===== config.mk =====
export PLATFORM = sky130hd
export DESIGN_NAME = i_mem_loader
export DESIGN_NICKNAME = d
export VERILOG_FILES = /design/src/rtl/i_mem_loader.sv
export SDC_FILE = /design/constraint.sdc
export NUM_CORES = 1
export LEC_CHECK = 0
export BUFFER_PORTS_ARGS = -buffer_cell sky130_fd_sc_hd__buf_2
export CORE_MARGIN = 5
export CORE_UTILIZATION = 35
export CTS_CLUSTER_SIZE = 8
export DETAILED_ROUTE_END_ITERATION = 16
export PLACE_DENSITY_LB_ADDON = 0.1
export SYNTH_ARGS = -nofsm -noshare
export SYNTH_HDL_FRONTEND = slang
export SYNTH_SLANG_ARGS = --single-unit

===== constraint.sdc =====
create_clock -name clk -period 2.3 [get_ports clk]
set_clock_uncertainty 0.15 [all_clocks]
set_input_delay 0 -clock clk [delete_from_list [all_inputs] [get_ports clk]]
set_output_delay 0 -clock clk [all_outputs]
set_load 0.1 [all_outputs]

===== src/rtl/i_mem_loader.sv =====
// Instruction-memory write-side loader: takes 32-bit words on a valid/ready
// stream and writes them little-endian, one byte per cycle, holding the core stalled.
module i_mem_loader #(
  parameter int ElemWidth = 8,
  parameter int Depth     = 120,
  parameter int AW        = $clog2(Depth + 1),
  parameter int CW        = $clog2(Depth / 4 + 1),
  localparam int DPW      = 32
) (
  input  logic                 clk,
  input  logic                 rst,
  input  logic                 start,
  input  logic                 s_valid,
  input  logic [DPW-1:0]       s_data,
  input  logic                 s_last,
  output logic                 s_ready,
  output logic                 mem_we,
  output logic [AW-1:0]        mem_addr,
  output logic [ElemWidth-1:0] mem_wdata,
  output logic                 cpu_stall,
  output logic                 load_done,
  output logic                 load_err,
  output logic [CW-1:0]        words_loaded
);
  localparam int Lanes = DPW / ElemWidth;
  localparam int IW    = $clog2(Lanes);

  typedef enum logic [1:0] {RECV, WRITE, DONE, ERROR} state_t;

  state_t                          state;
  logic [AW-1:0]                   addr_q;
  logic [IW-1:0]                   idx_q;
  logic [Lanes-1:0][ElemWidth-1:0] word_q;
  logic                            last_q;

  always_ff @(posedge clk or posedge rst) begin
    if (rst) begin
      state        <= RECV;
      addr_q       <= '0;
      idx_q        <= '0;
      words_loaded <= '0;
      word_q       <= '0;
      last_q       <= 1'b0;
    end else begin
      case (state)
        RECV: if (s_valid) begin
          // A word arriving with the memory already full is dropped, not written.
          if (addr_q == AW'(Depth)) state <= ERROR;
          else begin
            word_q <= s_data;
            last_q <= s_last;
            idx_q  <= '0;
            state  <= WRITE;
          end
        end
        WRITE: begin
          addr_q <= addr_q + 1'b1;
          idx_q  <= idx_q + 1'b1;
          if (idx_q == IW'(Lanes - 1)) begin
            words_loaded <= words_loaded + 1'b1;
            state        <= last_q ? DONE : RECV;
          end
        end
        DONE, ERROR: if (start) begin
          addr_q       <= '0;
          words_loaded <= '0;
          state        <= RECV;
        end
        default: state <= RECV;
      endcase
    end
  end

  // Everything below decodes registered state only; nothing depends on s_valid.
  assign s_ready   = (state == RECV);
  assign mem_we    = (state == WRITE);
  assign mem_addr  = addr_q;
  assign mem_wdata = mem_we ? word_q[idx_q] : '0;
  assign cpu_stall = (state != DONE);
  assign load_done = (state == DONE);
  assign load_err  = (state == ERROR);

endmodule


==> impl_metrics.yaml <==
sta:
  slew_headroom_pct: 59.4
  tightest_slew_ns: 0.610
  fmax_mhz: 465
  fin_crit_ns: 2.15
  rsz0062_at_grt: "no"
  setup_tns_ns: 0
  hold_viol: 0
  maxSlewViolCount: 0
  setup_viol: 0
  fin_crit_sh_pct: 93.5
critical_path:
  critPathMaxFanout: 12
  critical_path_class: "reg2reg"
  endpoint_kind: "flip-flop"
  crit_arrival_ns: 2.24
  r2r-end: "state[0]$_DFFE_PP0P_"
  cp.required_ns: 2.39
  worst-r2r-cell-count: 4
  r2r_slack_ns: 0.15
  startpoint_type: "flip-flop"
  r2r_start: "idx_q[0]$_DFFE_PP0P_"
route:
  wl_per_cell_um: 14.8
  ant_nets: 0
  wl_met2_um: 2650
  wl_met3_um: 299
  vias: 1746
  dr.pass1.iters: 4
  viasPerCell: 4.57
  top_layer: "met4"
  drc: 0
  finalWirelength_um: 5670
  drt-initial-drc-count: 33
  drt-met1-wl_um: 2660
grt:
  grt.total_usage_pct: 13.9
  antenna_found_initial: 0
  gr-total-overflow: 0
  grt_max_degree: 34
  grt_pass1_wl_um: 9700
  grt_pass1_vias: 1879
die:
  num_rows: 30
  start_util_pct: 36.3
  die-area_mm2: 0.00891
  pin_count: 62
  die_h_um: 94.4
  coreArea_mm2: 0.00687
  die_x_um: 94.4
final_layout:
  fin_util_pct: 50.7
  n_fill_cell: 616
  area_delta_synth_final_pct: 39.8
  drive_above_1_share_pct: 44.1
  diodes: 0
  fin_nets: 326
clock_tree:
  clock-root-buffer: "clkbuf_8"
  clockBufferDepth: 2
  clk_pin_slew_ns: 0.09
  cts_setup_buffers: 0
  cts_made_buffers: 5
  worstSkewPairLatency_ns: 0.30
  cts_tree: "built"
  clock-sinks: 49
  cts_htree_levels: 2
yosys:
  ys_warn_count: 0
  async_reset_ff_share_pct: 100
  yosys-top-cells-area: "dfrtp_1, mux2_4, mux4_2, nand2_1, buf_12"
  synth_edf_count: 0
  synth_nets: 223
  ys_ff_latch: 49
  synth_top_area_cell: "dfrtp_1"
  synth_cell_types: 35
  yosysMostFrequentCell: "dfrtp_1"
  yosysSeqAreaShare_pct: 49.2
  synth_commonest_cells: "dfrtp_1, mux2_4, nand2_1"
  synth_cells: 182
  synth-main-ff-cell: "dfrtp_1"
  synth.avg_cell_area_um2: 13.7
  synth.cell_area_mm2: 0.00249
  netlist.area_leader.share_pct: 49.2
place:
  hpwl_um: 3840
  gp_congestion: 0.723
  port-buffer-count: 61
run:
  drv_cap: 0
hold_path:
  hold_class: "in2async"
outcome:
  status: "complete, no violations"
state kept, by name, summed over array words and instances, names as in the netlist:
signal	count
word_q	32
mem_addr	7
words_loaded	5
idx_q	2
state	2
last_q	1
cells in the final DEF, fill, tap and decap left out, types with 2 or more instances in the layout:
master	instances
dfrtp_4	2
ha_1	4
nand2b_1	3
mux2_4	30
dfrtp_2	2
and2_1	9
buf_12	9
o21ai_0	7
nor2b_2	2
nand2_1	19
dfrtp_1	45
nand3_1	5
nand4_1	3
mux2_2	4
buf_4	6
a31oi_1	2
mux2i_1	5
buf_2	52
clkbuf_8	5
dlygate4sd3_1	37
inv_1	7
mux4_2	8
layer usage:
metal	vias to the layer above	GRT usage [%]
li1	853	-
met4	0	3.25
met1	840	19.0
met5	-	0
met3	7	3.11
met2	46	22.6
layout make-up:
cell class	instances	area, µm²	area share (%)
clock buffers	6	72.6	2.08
clock inverters	2	13.8	0.395
well taps	96	120	3.45
inverters	8	30.0	0.862
repair buffers	105	863	24.8
multi-input cells	116	1150	32.9
flip-flops and latches	49	1240	35.5
worst max-delay path by stage:
stage	cells past startpoint	to	slack, ns	from
after floorplan	3	cpu_stall	-0.08	state[1]$_DFFE_PP0P_
after global placement	6	word_q[23]$_DFFE_PP0P_	0.29	mem_addr[0]$_DFFE_PP0P_
after detailed placement	6	word_q[3]$_DFFE_PP0P_	0.27	mem_addr[0]$_DFFE_PP0P_
after CTS	3	mem_wdata[1]	0.1	idx_q[0]$_DFFE_PP0P_
after global routing	4	state[0]$_DFFE_PP0P_	0.01	idx_q[0]$_DFFE_PP0P_
final	4	state[0]$_DFFE_PP0P_	0.15	idx_q[0]$_DFFE_PP0P_
worst max-delay path: stages, from the launching register on:
cell and delay, ns:
dfrtp_1 0.61, ha_1 0.36, mux2_2 0.28, o2bb2ai_1 0.13
dlygate4sd3_1 0.55
kinds of logic after synthesis:
family,share of synthesized area [%]
DFF,49.2
buffers and inverters,4.92
adders and majority gates,2.01
AOI/OAI and AO/OA,4.87
muxes,29.1
and+or+nand+nor,9.89
stage by stage:
| step | std cells | cell area, µm² | setup slack, ns | hold slack (ns) |
|---|---|---|---|---|
| global route | 382 | 3480 | 0.0114 | 0.242 |
| detailed placement | 337 | 3020 | 0.269 | -0.0323 |
| CTS | 382 | 3480 | 0.0995 | 0.185 |
| finish | 382 | 3480 | 0.150 | 0.159 |
| global placement | 337 | 3020 | 0.286 | -0.0331 |
| floorplan | 182 | 2510 | -0.0813 | -0.00148 |
timing repair:
action	CTS	global route
hold endpoints to repair	63	0
resized for setup	0	1
endpoints found under the setup margin	0	1
hold buffers	37	0
Power is not shown: default switching activity piles up to over one toggle a cycle in this logic, so the estimate is an artifact.
